$ cat config.mk
export PLATFORM = sky130hd
export DESIGN_NAME = coeff_load_sequencer
export DESIGN_NICKNAME = d
export VERILOG_FILES = /design/src/rtl/fir_ctrl_pkg.sv /design/src/rtl/fir_mod_counter.sv /design/src/rtl/coeff_load_sequencer.sv
export SDC_FILE = /design/constraint.sdc
export NUM_CORES = 1
export LEC_CHECK = 0
export BUFFER_PORTS_ARGS = -buffer_cell sky130_fd_sc_hd__buf_2
export CORE_AREA = 2 2 55 96
export CTS_CLUSTER_DIAMETER = 200
export CTS_CLUSTER_SIZE = 14
export DETAILED_ROUTE_END_ITERATION = 7
export DIE_AREA = 0 0 57 98
export GPL_TIMING_DRIVEN = 0
export PLACE_DENSITY_LB_ADDON = 0.15
export SYNTH_ARGS = -nofsm -noshare
export SYNTH_HDL_FRONTEND = slang
export SYNTH_HIERARCHICAL = 1
export SYNTH_SLANG_ARGS = --single-unit
$ cat constraint.sdc
create_clock -name iClk_12M -period 2.2 [get_ports iClk_12M]
set_clock_uncertainty 0.1 [all_clocks]
set_input_delay 0.33 -clock iClk_12M [delete_from_list [all_inputs] [get_ports iClk_12M]]
set_output_delay 0.33 -clock iClk_12M [all_outputs]
set_load 0.02 [all_outputs]
$ cat src/rtl/fir_ctrl_pkg.sv
// Shared definitions for the FIR coefficient sequencer: sizes and the
// sequencer state encoding.
package fir_ctrl_pkg;

  localparam int unsigned P_NUM_COEFF  = 40;
  localparam int unsigned P_BANK_DEPTH = 10;
  localparam int unsigned P_DATA_W     = 16;
  localparam int unsigned P_ADDR_W     = 4;
  localparam int unsigned P_NUM_W      = 6;

  typedef enum logic [2:0] {
    ST_IDLE    = 3'd0,
    ST_ARM     = 3'd1,
    ST_LOAD    = 3'd2,
    ST_TAIL    = 3'd3,
    ST_RELEASE = 3'd4,
    ST_RUN     = 3'd5,
    ST_SCAN    = 3'd6
  } state_e;

  // States in which the controller is held in coefficient-update mode.
  function automatic logic is_update_state(input state_e s);
    return (s == ST_ARM) || (s == ST_LOAD) || (s == ST_TAIL);
  endfunction

endpackage

$ cat src/rtl/fir_mod_counter.sv
// Modulo-N up counter with synchronous clear (priority) and count enable.
module fir_mod_counter #(
  parameter int unsigned P_MOD = 10,
  parameter int unsigned P_W   = $clog2(P_MOD)
) (
  input  logic           clk,
  input  logic           rst,
  input  logic           clr_i,
  input  logic           en_i,
  output logic [P_W-1:0] cnt_o
);

  logic [P_W-1:0] cnt_q;
  logic [P_W-1:0] cnt_d;

  always_comb begin
    cnt_d = cnt_q;
    if (clr_i) begin
      cnt_d = '0;
    end else if (en_i) begin
      cnt_d = (cnt_q == P_W'(P_MOD - 1)) ? '0 : cnt_q + P_W'(1);
    end
  end

  always_ff @(posedge clk or posedge rst) begin
    if (rst) begin
      cnt_q <= '0;
    end else begin
      cnt_q <= cnt_d;
    end
  end

  assign cnt_o = cnt_q;

endmodule

$ cat src/rtl/coeff_load_sequencer.sv
// Drives the 4-bank FIR controller bus: streams 40 coefficients into the
// banks on request, then issues a 10-address read scan per sample strobe.
module coeff_load_sequencer
  import fir_ctrl_pkg::*;
(
  input  logic                       iClk_12M,
  input  logic                       iRst,
  input  logic                       iEnSample_300k,
  input  logic                       iUpdReq,
  input  logic                       iCoeffValid,
  input  logic signed [P_DATA_W-1:0] iCoeffData,
  output logic                       oCoeffReady,
  output logic                       oCoeffiUpdateFlag,
  output logic                       oCsnRam,
  output logic                       oWrnRam,
  output logic [P_ADDR_W-1:0]        oAddrRam,
  output logic signed [P_DATA_W-1:0] oWrDtRam,
  output logic [P_NUM_W-1:0]         oNumOfCoeff,
  output logic                       oBusy,
  output logic                       oLoadDone,
  output logic                       oSampleMiss
);

  state_e state_q, state_d;

  logic                       pend_q, pend_d;
  logic [P_ADDR_W-1:0]        scan_k_q, scan_k_d;
  logic                       flag_q, flag_d;
  logic                       csn_q, csn_d;
  logic                       wrn_q, wrn_d;
  logic                       ready_q, ready_d;
  logic                       busy_q, busy_d;
  logic                       done_q, done_d;
  logic                       miss_q, miss_d;
  logic [P_ADDR_W-1:0]        addr_q, addr_d;
  logic signed [P_DATA_W-1:0] data_q, data_d;
  logic [P_NUM_W-1:0]         num_q, num_d;

  logic                       accept_c;
  logic                       cnt_clr_c;
  logic [P_ADDR_W-1:0]        bank_idx;
  logic [P_NUM_W-1:0]         glob_idx;

  // ready_q is only ever high in LOAD, so this is the load handshake.
  assign accept_c  = iCoeffValid & ready_q;
  assign cnt_clr_c = (state_q == ST_ARM);

  fir_mod_counter #(
    .P_MOD (P_BANK_DEPTH),
    .P_W   (P_ADDR_W)
  ) u_bank_cnt (
    .clk   (iClk_12M),
    .rst   (iRst),
    .clr_i (cnt_clr_c),
    .en_i  (accept_c),
    .cnt_o (bank_idx)
  );

  fir_mod_counter #(
    .P_MOD (P_NUM_COEFF),
    .P_W   (P_NUM_W)
  ) u_glob_cnt (
    .clk   (iClk_12M),
    .rst   (iRst),
    .clr_i (cnt_clr_c),
    .en_i  (accept_c),
    .cnt_o (glob_idx)
  );

  always_ff @(posedge iClk_12M or posedge iRst) begin
    if (iRst) begin
      state_q <= ST_IDLE;
    end else begin
      state_q <= state_d;
    end
  end

  // Next state, datapath next values, and output decode of the next state.
  always_comb begin
    state_d  = state_q;
    pend_d   = pend_q;
    scan_k_d = scan_k_q;
    addr_d   = addr_q;
    data_d   = data_q;
    num_d    = num_q;
    miss_d   = 1'b0;
    flag_d   = 1'b0;
    csn_d    = 1'b1;
    wrn_d    = 1'b1;
    ready_d  = 1'b0;
    busy_d   = 1'b0;
    done_d   = 1'b0;

    unique case (state_q)
      ST_IDLE: begin
        if (iUpdReq) begin
          state_d = ST_ARM;
        end
      end
      ST_ARM: begin
        state_d = ST_LOAD;
      end
      ST_LOAD: begin
        if (accept_c) begin
          data_d = iCoeffData;
          addr_d = bank_idx;
          num_d  = glob_idx;
          if (glob_idx == P_NUM_W'(P_NUM_COEFF - 1)) begin
            state_d = ST_TAIL;
          end
        end
      end
      ST_TAIL: begin
        state_d = ST_RELEASE;
      end
      ST_RELEASE: begin
        state_d = ST_RUN;
      end
      ST_RUN: begin
        // A reload request beats a coincident sample strobe.
        if (iUpdReq) begin
          state_d = ST_ARM;
        end else if (iEnSample_300k) begin
          state_d  = ST_SCAN;
          scan_k_d = '0;
          addr_d   = '0;
          num_d    = '0;
        end
      end
      ST_SCAN: begin
        miss_d = iEnSample_300k;
        num_d  = '0;
        if (scan_k_q == P_ADDR_W'(P_BANK_DEPTH)) begin
          if (pend_q || iUpdReq) begin
            state_d = ST_ARM;
            pend_d  = 1'b0;
          end else begin
            state_d = ST_RUN;
          end
        end else begin
          // Cycle k+1 presents address k, giving the 0,0,1..9 sequence.
          scan_k_d = scan_k_q + P_ADDR_W'(1);
          addr_d   = scan_k_q;
          pend_d   = pend_q | iUpdReq;
        end
      end
      default: begin
        state_d = ST_IDLE;
      end
    endcase

    flag_d  = is_update_state(state_d);
    wrn_d   = ~flag_d;
    ready_d = (state_d == ST_LOAD);
    busy_d  = flag_d | (state_d == ST_RELEASE);
    done_d  = (state_d == ST_RELEASE);
    if ((state_d == ST_TAIL) || (state_d == ST_SCAN)) begin
      csn_d = 1'b0;
    end else if (state_d == ST_LOAD) begin
      csn_d = ~accept_c;
    end
  end

  always_ff @(posedge iClk_12M or posedge iRst) begin
    if (iRst) begin
      pend_q   <= 1'b0;
      scan_k_q <= '0;
      flag_q   <= 1'b0;
      csn_q    <= 1'b1;
      wrn_q    <= 1'b1;
      ready_q  <= 1'b0;
      busy_q   <= 1'b0;
      done_q   <= 1'b0;
      miss_q   <= 1'b0;
      addr_q   <= '0;
      data_q   <= '0;
      num_q    <= '0;
    end else begin
      pend_q   <= pend_d;
      scan_k_q <= scan_k_d;
      flag_q   <= flag_d;
      csn_q    <= csn_d;
      wrn_q    <= wrn_d;
      ready_q  <= ready_d;
      busy_q   <= busy_d;
      done_q   <= done_d;
      miss_q   <= miss_d;
      addr_q   <= addr_d;
      data_q   <= data_d;
      num_q    <= num_d;
    end
  end

  assign oCoeffReady       = ready_q;
  assign oCoeffiUpdateFlag = flag_q;
  assign oCsnRam           = csn_q;
  assign oWrnRam           = wrn_q;
  assign oAddrRam          = addr_q;
  assign oWrDtRam          = data_q;
  assign oNumOfCoeff       = num_q;
  assign oBusy             = busy_q;
  assign oLoadDone         = done_q;
  assign oSampleMiss       = miss_q;

endmodule

==> Yosys cells after proc, flatten, opt, wreduce, memory -nomap -nowiden <==
Index checks and enable logic that the tools add are counted.
W data, S select, Z words.
{ "word_totals": {"inputBits": 21, "regBits": 51} }
{ "op_classes": {"n_eq_ne": 19, "n_mux": 30, "n_reduce_logical": 13, "bitwise_logic": 5, "add_sub_neg": 3} }
{ "ops": {"columns": ["cell", "count"], "rows": [
  ["$mux W6", 6],
  ["$mux W4", 8],
  ["$mux W3", 7],
  ["$pmux W3 S7", 1],
  ["$pmux W6 S3", 1],
  ["$eq A3 B3 Y1 const B", 5],
  ["$eq A3 B2 Y1 const B", 4],
  ["$pmux W4 S3", 1],
  ["$add A4 B1 Y4 const B", 2],
  ["$eq A4 B4 Y1 const B", 2],
  ["$ne A2 B2 Y1 const B", 4],
  ["$pmux W4 S2", 1],
  ["$reduce_and A4 Y1", 2],
  ["$add A6 B1 Y6 const B", 1],
  ["$eq A3 B1 Y1 const B", 2],
  ["$eq A6 B6 Y1 const B", 1],
  ["$mux W1", 5],
  ["$reduce_and A5 Y1", 1],
  ["$logic_or A1 B1 Y1", 4],
  ["$reduce_and A2 Y1", 2],
  ["$reduce_bool A2 Y1", 2],
  ["$logic_not A3 Y1", 1],
  ["$reduce_bool A3 Y1", 1],
  ["$ne A2 B1 Y1 const B", 1],
  ["3 further kinds", 5]
]} }

==> Depth between registers and ports, before layout <==
{ "logic_depth": {"depth_word": 8, "ltp_mapped": 7, "mapped_depth_nobuf": 6} }

==> Cells and area by module <==
The synthesis kept the hierarchy.
{ "by_module_without_submodules": {"columns": ["mod", "cells_per_inst", "instances", "area_per_inst_um2"], "rows": [
  ["coeff_load_sequencer", 152, 1, 1906.8],
  ["fir_mod_counter at u_glob_cnt", 35, 1, 356.6],
  ["fir_mod_counter at u_bank_cnt", 25, 1, 241.5]
]} }

==> Worst setup path before layout <==
OpenSTA, ideal clock, no wires.
{ "synth_path": {"path_type": "flip-flop to flip-flop", "start": "register state_q[2]", "end": "register u_glob_cnt.cnt_q[5], in the netlist u_glob_cnt/cnt_o[5]", "setup_slack_ns": 0.407, "arrival_ns": 1.560, "path_stages_with_launch": 7, "setup_ns": 0.133, "path_cell_list": "dfrtp_1 > buf_2 > nor3b_1 > buf_4 > nor3b_1 > a41oi_1 > o41ai_2"} }
{ "synth_via": {"elab_chain_cells": 2, "word_cells_on_any_way": 3, "classes_between": "eq/ne: 1; mux: 1; reduce/logical: 1"} }
{ "synth_lines": {"columns": ["element", "line", "text"], "rows": [
  ["start, declared", "coeff_load_sequencer.sv:24", "state_e state_q, state_d;"],
  ["start signal, assigned", "coeff_load_sequencer.sv:74", "state_q <= state_d;"],
  ["$eq A3 B1 Y1 *", "coeff_load_sequencer.sv:46", "assign cnt_clr_c = (state_q == ST_ARM);"],
  ["net cnt_clr_c", "coeff_load_sequencer.sv:40", "logic cnt_clr_c;"],
  ["$mux W6 or $reduce_bool A2 Y1 (tied branches)", null, null],
  ["end signal, assigned", "fir_mod_counter.sv:29", "cnt_q <= cnt_d;"],
  ["end, declared", "fir_mod_counter.sv:13", "logic [P_W-1:0] cnt_q;"]
]} }
Mark *: on every way through the listed nets, which the timed path passes. The rest lies on a longest branch.
A chain may end at the register's enable or synchronous reset.

==> Worst setup path in the final report <==
{ "layout_path": {"start": "register scan_k_q[0]", "end": "register ready_q, in the netlist oCoeffReady"} }
{ "layout_via": {"elab_chain_cells": 4} }
{ "layout_lines": {"columns": ["element", "line", "text"], "rows": [
  ["start, declared", "coeff_load_sequencer.sv:27", "logic [P_ADDR_W-1:0] scan_k_q, scan_k_d;"],
  ["start signal, assigned", "coeff_load_sequencer.sv:180", "scan_k_q <= scan_k_d;"],
  ["$eq A4 B4 Y1", "coeff_load_sequencer.sv:133", "if (scan_k_q == P_ADDR_W'(P_BANK_DEPTH)) begin"],
  ["$mux W3", "coeff_load_sequencer.sv:133", null],
  ["$pmux W3 S7", "coeff_load_sequencer.sv:94", "unique case (state_q)"],
  ["net state_d[2]", "coeff_load_sequencer.sv:24", null],
  ["$eq A3 B2 Y1", "coeff_load_sequencer.sv:154", "ready_d = (state_d == ST_LOAD);"],
  ["net ready_d", "coeff_load_sequencer.sv:31", "logic ready_q, ready_d;"],
  ["end signal, assigned", "coeff_load_sequencer.sv:184", "ready_q <= ready_d;"],
  ["end, declared", "coeff_load_sequencer.sv:31", null]
]} }
The timed path passes the listed nets, and every way through them passes these cells.

==> metrics <==
Synth area leader=dfrtp_1; synth warn=6; status=finished clean; Die Y=98 um; peak supply drop=0.893 mV; drt wl/cell=14.9 um; diode count=0; most common cell in the netlist=dfrtp_1; initial DRC count=35; Die Span X=57 um; DR pass1 iterations=4; synthesis-to-layout area growth=17.8%; multi-input combinational cell area=1110 um^2; normalized max-slew margin=0.446; Starting Density=0.517; number of synthesized flops with an enable pin=0; GRT Util Overall=0.190; class of the worst hold path=input pin to flip-flop; Final min period=1.94 ns; Async SR Flop Fraction=1.00; routed vias=1796; Placed Area=2840 um^2; Rows=34; Critical Path Slowest Stage Cell=dfrtp_1; CTS Sinks=51; endpoint of the worst-slack reg-to-reg timing path=oCoeffReady; # port buffers=53; Cell Area, Synth=2500 um^2; Syn Nets=238; Area contributors post-synth=dfrtp_1 (49%), mux2_4 (6.0%), mux2_2 (4.5%); Worst R2R Path Depth=6; Detail Route Antenna Nets=0; number of global-route vias before repair=1860; dpl hpwl=3590 um; worst-path fanout max=6; area share of the largest cell type after synthesis=0.490; max incr delay on CP=0.46 ns; # H-tree levels=2; layout cells sized above 1=0.398; Top FF cell, synth=dfrtp_1; Clk Latency, worst-skew pair=0.30 ns; syn_area_per_cell=11.8 um^2; Final #Nets=299; Slew @ Worst Pin=0.830 ns; drt via density=5.48; worst hold endpoint=oSampleMiss; drt drc=0; fmax=515 MHz; initial antenna violation count=0; hold path depth=2; crit share post-route=0.883; Layout fillers=444; Max Slew Vio Count=0; cells after synthesis=212; Final Hold Vio Count=0; Sequential Area=1280 um^2; CTS Buffer Depth=2; DRT Wirelength=4890 um; hold slack=0.138 ns; post-synthesis sequential area ratio=0.510; RSZ-0062 raised after global routing=no; max-capacitance violation count=0; Setup violations, final=0; top cells by count, synth=dfrtp_1 (49), nand2_1 (18), nor2_1 (11); Power Density=1150 nW/um^2; Clk pin slew, worst setup/hold paths=0.10 ns; cts bufs inserted=5; Design Area, Final=2950 um^2; largest net degree at the start of global routing=42; Cell variety after synth=50; Yosys reg bits=51; Inst Count DP=319; Worst R2R Start=scan_k_q[0]; P_leak=1.53 nW; Finished Layout Cells=328; Req. time, crit path=2.30 ns; r2r setup slk=0.26 ns; Die ar.=5590 um^2; Critical Path End Type=flip-flop; GR Overflow Total=0; critical path arrival=2.04 ns; first-pass GRT wire length=8490 um; Setup CP Type=flip-flop to flip-flop; CP Cell Sequence=inv_1, ha_1, nand3b_1, nor2_1, o31ai_1, and4bb_2; CTS tree=done; Core Region=4850 um^2; setup_tns=0 ns; Buf+Inv Stages, Crit Path=1; Placer Congestion=0.769; startpoint types=flip-flop; I/O pins=54; family with the most delay on the worst path=simple AND/OR/NAND/NOR gates; beginning of the worst hold path=iEnSample_300k; root buf cell=clkbuf_8
how the worst max path moves through the flow:
| stage | cells past startpoint | startpoint | slack (ns) | endpoint |
|---|---|---|---|---|
| after floorplan | 6 | state_q[2] | 0.41 | u_glob_cnt/cnt_o[5] |
| after global placement | 6 | state_q[2] | 0.04 | u_glob_cnt/cnt_o[5] |
| after detailed placement | 6 | state_q[2] | 0.02 | u_glob_cnt/cnt_o[5] |
| after CTS | 6 | scan_k_q[0] | 0.26 | oCoeffReady |
| after global routing | 6 | scan_k_q[0] | 0.08 | oCoeffReady |
| final | 6 | scan_k_q[0] | 0.26 | oCoeffReady |
report_power, final:
part	leakage, nW	switching [mW]	internal (mW)
Sequential	0.673	0.192	1.21
Clock	0.0474	0.319	0.257
Combinational	0.810	0.812	0.614
Total	1.53	1.32	2.08
layout make-up:
class | count | share of cell area
sequential | 51 | 0.433
multi-input combinational | 143 | 0.377
timing repair buffer | 54 | 0.0933
buffer | 10 | 0.0297
clock buffer | 6 | 0.0280
tap | 54 | 0.0229
inverter | 8 | 0.0102
clock inverter | 2 | 0.00551
routing by layer:
layer,share of wire,up-vias,GRT usage
met4,0.013,0,0.0537
met5,0,-,0
met1,0.41,891,0.219
li1,-,873,-
met3,0.033,5,0.0358
met2,0.54,27,0.347
flip-flops by register name, indices dropped and copies added (netlist names):
name	count
oCoeffiUpdateFlag	1
oLoadDone	1
state_q	3
oAddrRam	4
pend_q	1
u_bank_cnt/cnt_o	4
scan_k_q	4
oCsnRam	1
oCoeffReady	1
oSampleMiss	1
oBusy	1
oWrDtRam	16
u_glob_cnt/cnt_o	6
oNumOfCoeff	6
oWrnRam	1
through the flow:
stage | util | setup slack (ns) | total power [mW]
after CTS | 0.609 | 0.257 | 3.43
after detailed placement | 0.585 | 0.0199 | 2.84
after global placement | 0.585 | 0.0386 | 2.82
after floorplan | - | 0.407 | 2.45
final | 0.609 | 0.258 | 3.40
after global routing | 0.609 | 0.0751 | 3.62
cells in the final DEF (no fill, tap or decap), types with 4 or more instances in the layout:
master,count
buf_2,56
dfrtp_1,49
nand2_1,18
nor2_1,11
mux2_4,10
mux2_2,10
nand4_1,10
a21oi_1,9
o21ai_0,8
inv_1,7
nand3b_1,6
clkbuf_8,6
ha_1,5
a22o_1,4
a21o_1,4
nand2b_1,4
xor2_1,4
worst register-to-register path, stage by stage (launching register included):
cell	delay, ns
dfrtp_1	0.46
inv_1	0.07
ha_1	0.21
nand3b_1	0.20
nor2_1	0.08
o31ai_1	0.43
and4bb_2	0.29
repair_timing:
action                                 CTS  global route
hold buffers                             1             0
resized for setup                        1             0
buffers inserted                         0             0
endpoints found under the hold margin   10             0
setup endpoints to repair                1             0
cells by family (layout without fill, tap and decap cells):
family | count (synthesis) | in the layout | synth area share
and+or+nand+nor | 75 | 75 | 0.183
buffers and inverters | 18 | 80 | 0.0469
adders and majority gates | 5 | 5 | 0.0250
xor gates and xnor gates | 4 | 4 | 0.0140
muxes | 21 | 21 | 0.109
DFF | 51 | 51 | 0.510
AOI/OAI and AO/OA | 38 | 38 | 0.112
No activity file was read; power rests on OpenSTA's default activity.
